**config.mk**
```make
export PLATFORM = sky130hd
export DESIGN_NAME = video_frame_reader
export DESIGN_NICKNAME = d
export VERILOG_FILES = /design/src/rtl/video_reader_pkg.sv /design/src/rtl/video_frame_reader_fifo.sv /design/src/rtl/video_frame_reader.sv
export SDC_FILE = /design/constraint.sdc
export NUM_CORES = 2
export LEC_CHECK = 0
export ABC_CLOCK_PERIOD_IN_PS = 9400
export CAP_MARGIN = 20
export CELL_PAD_IN_SITES_DETAIL_PLACEMENT = 0
export CELL_PAD_IN_SITES_GLOBAL_PLACEMENT = 1
export CORE_MARGIN = 3
export CORE_UTILIZATION = 40
export CTS_CLUSTER_SIZE = 30
export DETAILED_ROUTE_END_ITERATION = 10
export PLACE_DENSITY = 0.58
export RECOVER_POWER = 25
export SLEW_MARGIN = 20
export SYNTH_ARGS = -nofsm -noshare
export SYNTH_HDL_FRONTEND = slang
export SYNTH_SLANG_ARGS = --single-unit
```
**constraint.sdc**
```tcl
create_clock -name clk -period 9.4 [get_ports clk]
set_clock_uncertainty 0.2 [all_clocks]
set_input_delay 2.82 -clock clk [delete_from_list [all_inputs] [get_ports clk]]
set_output_delay 2.82 -clock clk [all_outputs]
set_load 0.02 [all_outputs]
```
**src/rtl/video_reader_pkg.sv**
```systemverilog
// Shared types and constants for the video frame reader.
package video_reader_pkg;

  localparam int ADDR_W = 24;
  localparam int DATA_W = 32;

  typedef enum logic [1:0] {
    IDLE  = 2'd0,
    READ  = 2'd1,
    DRAIN = 2'd2
  } state_t;

  // Bits needed to hold any count from 0 up to and including max_value.
  function automatic int cnt_width(input int max_value);
    return (max_value < 2) ? 1 : $clog2(max_value + 1);
  endfunction

endpackage

```
**src/rtl/video_frame_reader_fifo.sv**
```systemverilog
// Show-ahead pixel FIFO with a registered RAM read and a used-word count.
module video_frame_reader_fifo
  import video_reader_pkg::*;
#(
  parameter int DEPTH = 64,
  parameter int WIDTH = DATA_W
) (
  input  logic                   clk,
  input  logic                   reset,
  input  logic                   wr_en,
  input  logic [WIDTH-1:0]       wr_data,
  input  logic                   rd_en,
  output logic [WIDTH-1:0]       rd_data,
  output logic                   valid,
  output logic [$clog2(DEPTH):0] used
);

  localparam int PTR_W  = $clog2(DEPTH);
  localparam int USED_W = PTR_W + 1;

  logic [WIDTH-1:0]  mem [DEPTH];
  logic [WIDTH-1:0]  head_reg;
  logic [PTR_W-1:0]  wr_ptr_reg;
  logic [PTR_W-1:0]  rd_ptr_reg;
  logic [PTR_W-1:0]  rd_ptr_next;
  logic [USED_W-1:0] used_reg;
  logic              push;
  logic              pop;

  assign push        = wr_en && (used_reg != USED_W'(DEPTH));
  assign pop         = rd_en && (used_reg != '0);
  assign rd_ptr_next = rd_ptr_reg + PTR_W'(pop);

  always_ff @(posedge clk) begin
    if (push) mem[wr_ptr_reg] <= wr_data;
  end

  // The head register prefetches the entry at the next read pointer; a write
  // landing on that very slot is forwarded so it is visible one cycle later.
  always_ff @(posedge clk) begin
    if (push && (wr_ptr_reg == rd_ptr_next)) head_reg <= wr_data;
    else                                     head_reg <= mem[rd_ptr_next];
  end

  always_ff @(posedge clk) begin
    if (reset) begin
      wr_ptr_reg <= '0;
      rd_ptr_reg <= '0;
      used_reg   <= '0;
    end else begin
      if (push) wr_ptr_reg <= wr_ptr_reg + PTR_W'(1);
      rd_ptr_reg <= rd_ptr_next;
      case ({push, pop})
        2'b10:   used_reg <= used_reg + USED_W'(1);
        2'b01:   used_reg <= used_reg - USED_W'(1);
        default: used_reg <= used_reg;
      endcase
    end
  end

  assign rd_data = head_reg;
  assign valid   = (used_reg != '0);
  assign used    = used_reg;

endmodule

```
**src/rtl/video_frame_reader.sv**
```systemverilog
// Reads one frame of words over an Avalon pipelined master into a pixel stream.
// Define VIDEO_READER_UNDERFLOW_CNT_EN to build the stream-starvation counter.
module video_frame_reader
  import video_reader_pkg::*;
#(
  parameter int FRAME_WORDS = 76800,
  parameter int FIFO_DEPTH  = 64,
  parameter int MAX_PENDING = 16
) (
  input  logic              clk,
  input  logic              reset,
  input  logic              start,
  input  logic [ADDR_W-1:0] base_addr,
  output logic              busy,
  output logic              done,
  output logic [ADDR_W-1:0] master_address,
  output logic              master_read,
  input  logic              master_waitrequest,
  input  logic [DATA_W-1:0] master_readdata,
  input  logic              master_readdatavalid,
  output logic [DATA_W-1:0] pix_data,
  output logic              pix_valid,
  input  logic              pix_ready,
  output logic              pix_sof,
  output logic              pix_eof,
  output logic [15:0]       underflow_cnt
);

  localparam int CNT_W  = cnt_width(FRAME_WORDS);
  localparam int PEND_W = cnt_width(MAX_PENDING);
  localparam int USED_W = $clog2(FIFO_DEPTH) + 1;
  localparam logic [CNT_W-1:0] LAST = CNT_W'(FRAME_WORDS - 1);

  state_t            state_reg;
  logic [ADDR_W-1:0] addr_reg;
  logic [CNT_W-1:0]  issue_cnt_reg;
  logic [CNT_W-1:0]  pop_cnt_reg;
  logic [PEND_W-1:0] pending_reg;
  logic              done_reg;
  logic [USED_W-1:0] fifo_used;
  logic [31:0]       credit_sum;
  logic              accept;
  logic              push;
  logic              pop;

  // Counting in-flight reads against FIFO space means every returned word has
  // a slot reserved. The sum cannot grow while a request stalls, so a request
  // once raised stays raised until it is accepted.
  assign credit_sum  = 32'(pending_reg) + 32'(fifo_used);
  assign master_read = (state_reg == READ)
                    && (credit_sum < 32'(FIFO_DEPTH))
                    && (32'(pending_reg) < 32'(MAX_PENDING));
  assign master_address = addr_reg;
  assign accept = master_read && !master_waitrequest;
  assign push   = master_readdatavalid && (state_reg != IDLE);
  assign pop    = pix_valid && pix_ready;
  assign busy   = (state_reg != IDLE);
  assign done   = done_reg;

  always_ff @(posedge clk) begin
    if (reset) begin
      state_reg     <= IDLE;
      addr_reg      <= '0;
      issue_cnt_reg <= '0;
      pop_cnt_reg   <= '0;
      done_reg      <= 1'b0;
    end else begin
      done_reg <= 1'b0;
      case (state_reg)
        IDLE: begin
          if (start) begin
            state_reg     <= READ;
            addr_reg      <= base_addr;
            issue_cnt_reg <= '0;
            pop_cnt_reg   <= '0;
          end
        end
        READ: begin
          if (accept) begin
            addr_reg      <= addr_reg + ADDR_W'(1);
            issue_cnt_reg <= issue_cnt_reg + CNT_W'(1);
            if (issue_cnt_reg == LAST) state_reg <= DRAIN;
          end
          if (pop) pop_cnt_reg <= pop_cnt_reg + CNT_W'(1);
        end
        DRAIN: begin
          if (pop) begin
            pop_cnt_reg <= pop_cnt_reg + CNT_W'(1);
            if (pop_cnt_reg == LAST) begin
              state_reg <= IDLE;
              done_reg  <= 1'b1;
            end
          end
        end
        default: state_reg <= IDLE;
      endcase
    end
  end

  always_ff @(posedge clk) begin
    if (reset) begin
      pending_reg <= '0;
    end else begin
      case ({accept, push && (pending_reg != '0)})
        2'b10:   pending_reg <= pending_reg + PEND_W'(1);
        2'b01:   pending_reg <= pending_reg - PEND_W'(1);
        default: pending_reg <= pending_reg;
      endcase
    end
  end

  video_frame_reader_fifo #(
    .DEPTH (FIFO_DEPTH),
    .WIDTH (DATA_W)
  ) fifo (
    .clk     (clk),
    .reset   (reset),
    .wr_en   (push),
    .wr_data (master_readdata),
    .rd_en   (pop),
    .rd_data (pix_data),
    .valid   (pix_valid),
    .used    (fifo_used)
  );

  assign pix_sof = pix_valid && busy && (pop_cnt_reg == '0);
  assign pix_eof = pix_valid && busy && (pop_cnt_reg == LAST);

`ifdef VIDEO_READER_UNDERFLOW_CNT_EN
  logic [15:0] underflow_reg;

  always_ff @(posedge clk) begin
    if (reset) begin
      underflow_reg <= '0;
    end else if ((state_reg == IDLE) && start) begin
      underflow_reg <= '0;
    end else if (busy && pix_ready && !pix_valid && (underflow_reg != 16'hFFFF)) begin
      underflow_reg <= underflow_reg + 16'd1;
    end
  end

  assign underflow_cnt = underflow_reg;
`else
  assign underflow_cnt = '0;
`endif

endmodule
```
==> run metrics <==
met2 WL 103.7 mm; clock power share 0.357; fin crit period 8.297 ns; die height 459.3 um; Power Internal 17.36 mW; pwr dens 250.2 mW/mm2; period utilization 0.8827; CP arrival 5.28 ns; CP cell instances buf_12 > buf_4 > buf_4 > mux4_2 > a22o_1 > a221oi_1 > o221ai_1 > clkdlybuf4s50_1; Setup-failing EPs final 0; clock buffer depth 3; largest area contributor in the netlist edfxtp_1; Crit path max-delay family buffers and inverters; # Post-CTS Setup Buffers 0; max reg flops 2048; most common cell after layout, fill and taps aside edfxtp_1; clock-pin slew on the worst setup and hold paths 0.06 ns; Critical Path RT 6.38 ns; unrepaired setup endpoints after global routing false; CTS tree built; first-pass GRT wire length 315.8 mm; Post-synth EDFFs 2048; FP Rows 165; number of global-route vias before repair 41830; Hold Startpoint fifo.rd_ptr_reg[5]$_SDFF_PP0_; Area contributors post-synth edfxtp_1, mux4_2, dfxtp_1, a22oi_1, a221oi_1; Yosys warnings 0; cell mode on critical path buf_4; hold path cells 1; Buf+Inv Stages, Crit Path 4; Ports 140; mapped cell area 0.08218 mm2; Comb pwr share 0.194; worst reg-to-reg setup slack 4.36 ns; total number of vias 40520; top sig layer met4; crit-path max FO 49; synthesized flop and latch total 2139; WS Path Type reg -> out; WL met1 95.85 mm; failing checks capacitance limit, slew limit; async set-reset flop share out of synthesis 0; Reg power frac 0.449; commonest non-fill, non-tap cells in the layout edfxtp_1, mux4_2, clkbuf_16, a22oi_1, nand2_1; H-tree levels 4; hold_ws 0.2659 ns; routed wire length 220.2 mm; number of remaining DRC errors 0; pin count of the biggest net entering global routing 100; number of I/O port buffers 123; CTS Buf Count 219; Iter 0 DRT Violations 4291; Slew HR -1.609; placed cells 6592; crit path launch type flop; worst reg-to-reg path cell count 9; status finished, violations left; Post-Syn Instances 3865; Routed WL per cell 31.48 um; worst hold path class reg -> reg; Core ar. 0.2031 mm2; CP endpoint kind output port; worst reg2reg path endpoint fifo.mem[58][5]$_DFFE_PP_; ratio of cells with drive above 1 in the final layout 0.2487; Max Clock Freq 0.1205 GHz; hold buffers post-CTS 0; DP Wirelength 120.6 mm; Non-Filler Instances 6995; Most flops, register fifo.mem; antenna violations before repair 5; overall global routing resource usage 0.2097; Area Growth Syn to Fin 14.94%; Core Util, Final 0.4650; critical path's largest stage delay 0.76 ns; Worst Max-Slew Pin Slew 3.913 ns; Clk Latency, worst-skew pair 0.85 ns; peak supply drop 0.0002179 V; Detail Route Antenna Nets 0; MaxCap Viol Count 25; vias per inst 5.792; share of the synthesized area in the top cell type 0.7483; # fillers 16970; Clock Sinks 2139; Sw Ratio 0.2656; DR pass1 iterations 6; reg2reg start state_reg[1]$_SDFFE_PP0P_; Distinct cells, synth 66; Pleak 28.96 nW; Starting Density 0.4046; Total Neg Setup Slack 0 ns; sequential area share after synthesis 0.7705; met3 routed WL 12.22 mm; Final Max Slew Viols 1626; remaining global-route overflow 0; syn avg cell area 21.26 um2; Synth Flop Type edfxtp_1; die footprint 0.2109 mm2; Psw 6.277 mW; Chip Width 459.3 um; post-CTS sizing 0; Final Wtd Congestion 0.8610; Final Hold Viols 0; # nets final 4231; Root Driver clkbuf_16; critical path's slowest cell dfxtp_4
## metrics by stage
step           instance area (um2)  setup slack (ns)  power (mW)
6_report                     94460             1.103       23.63
5_1_grt                      94450            0.9311       24.54
4_1_cts                      94510            0.9936       23.88
3_5_place_dp                 87560             1.909       15.44
3_3_place_gp                 87500             1.906       15.43
2_1_floorplan                82240             3.505       13.79
## power by group through the flow
stage / logic [mW] / registers (mW) / clock network (mW)
floorplan: 3.05 / 10.7 / 0
global placement: 4.62 / 10.8 / 0
detailed placement: 4.64 / 10.8 / 0
CTS: 4.64 / 10.6 / 8.63
global route: 4.88 / 10.6 / 9.04
finish: 4.58 / 10.6 / 8.44
## synth_stat cells, types with 23 or more instances
| library cell | count |
|---|---|
| nand2_1 | 125 |
| o21ai_0 | 23 |
| a21oi_1 | 48 |
| edfxtp_1 | 2048 |
| ha_1 | 24 |
| nor2_1 | 140 |
| nand3_1 | 38 |
| clkbuf_1 | 149 |
| a22oi_1 | 160 |
| a221oi_1 | 65 |
| o221ai_1 | 32 |
| mux4_2 | 512 |
| buf_2 | 60 |
| a22o_1 | 65 |
| dfxtp_1 | 91 |
## cells by family (layout without fill, tap and decap cells)
family,Yosys count,count (layout),share of synthesized area
and+or+nand+nor,429,429,0.02451
other,1,20,0.00004563
AOI/OAI and AO/OA,465,465,0.04296
DFF,2139,2139,0.7705
muxes,515,515,0.1407
xor gates and xnor gates,36,36,0.003837
adders and majority gates,26,26,0.004141
buffers and inverters,254,693,0.01334
## worst reg2reg max path, stage by stage (launching register included)
cell	delay [ns]
dfxtp_1	0.36
inv_1	0.08
ha_1	0.40
nand2b_1	0.29
a31oi_1	0.73
inv_1	0.33
nor2_1	0.30
nand2_1	0.61
nor2_4	0.96
buf_4	0.46
## worst max-delay path by stage
stage,start,end,slack [ns],cells past startpoint
2_1_floorplan,master_readdatavalid,fifo.mem[31][0]$_DFFE_PP_,3.50,6
3_3_place_gp,flop,pix_data[20],1.91,8
3_5_place_dp,flop,pix_data[20],1.91,8
4_1_cts,flop,pix_data[20],0.99,8
5_1_grt,flop,pix_data[20],0.93,8
6_report,flop,pix_data[20],1.10,8
## layer usage
metal | vias up | GRT usage
met5 | - | 0
met1 | 22040 | 0.3009
met2 | 1226 | 0.3278
met3 | 296 | 0.03143
met4 | 0 | 0.07602
li1 | 16960 | -
## final cells by class
cell class | count | area (um2) | area share
Antenna cell | 4 | 10.01 | 0.0001060
Inverter | 16 | 60.06 | 0.0006358
Timing Repair Buffer | 280 | 2421 | 0.02563
Tap cell | 2672 | 3343 | 0.03539
Sequential cell | 2139 | 63330 | 0.6704
Clock buffer | 260 | 5644 | 0.05975
Clock inverter | 137 | 1303 | 0.01379
Multi-Input combinational cell | 1487 | 18350 | 0.1943
Power figures use the tool's default switching activity.
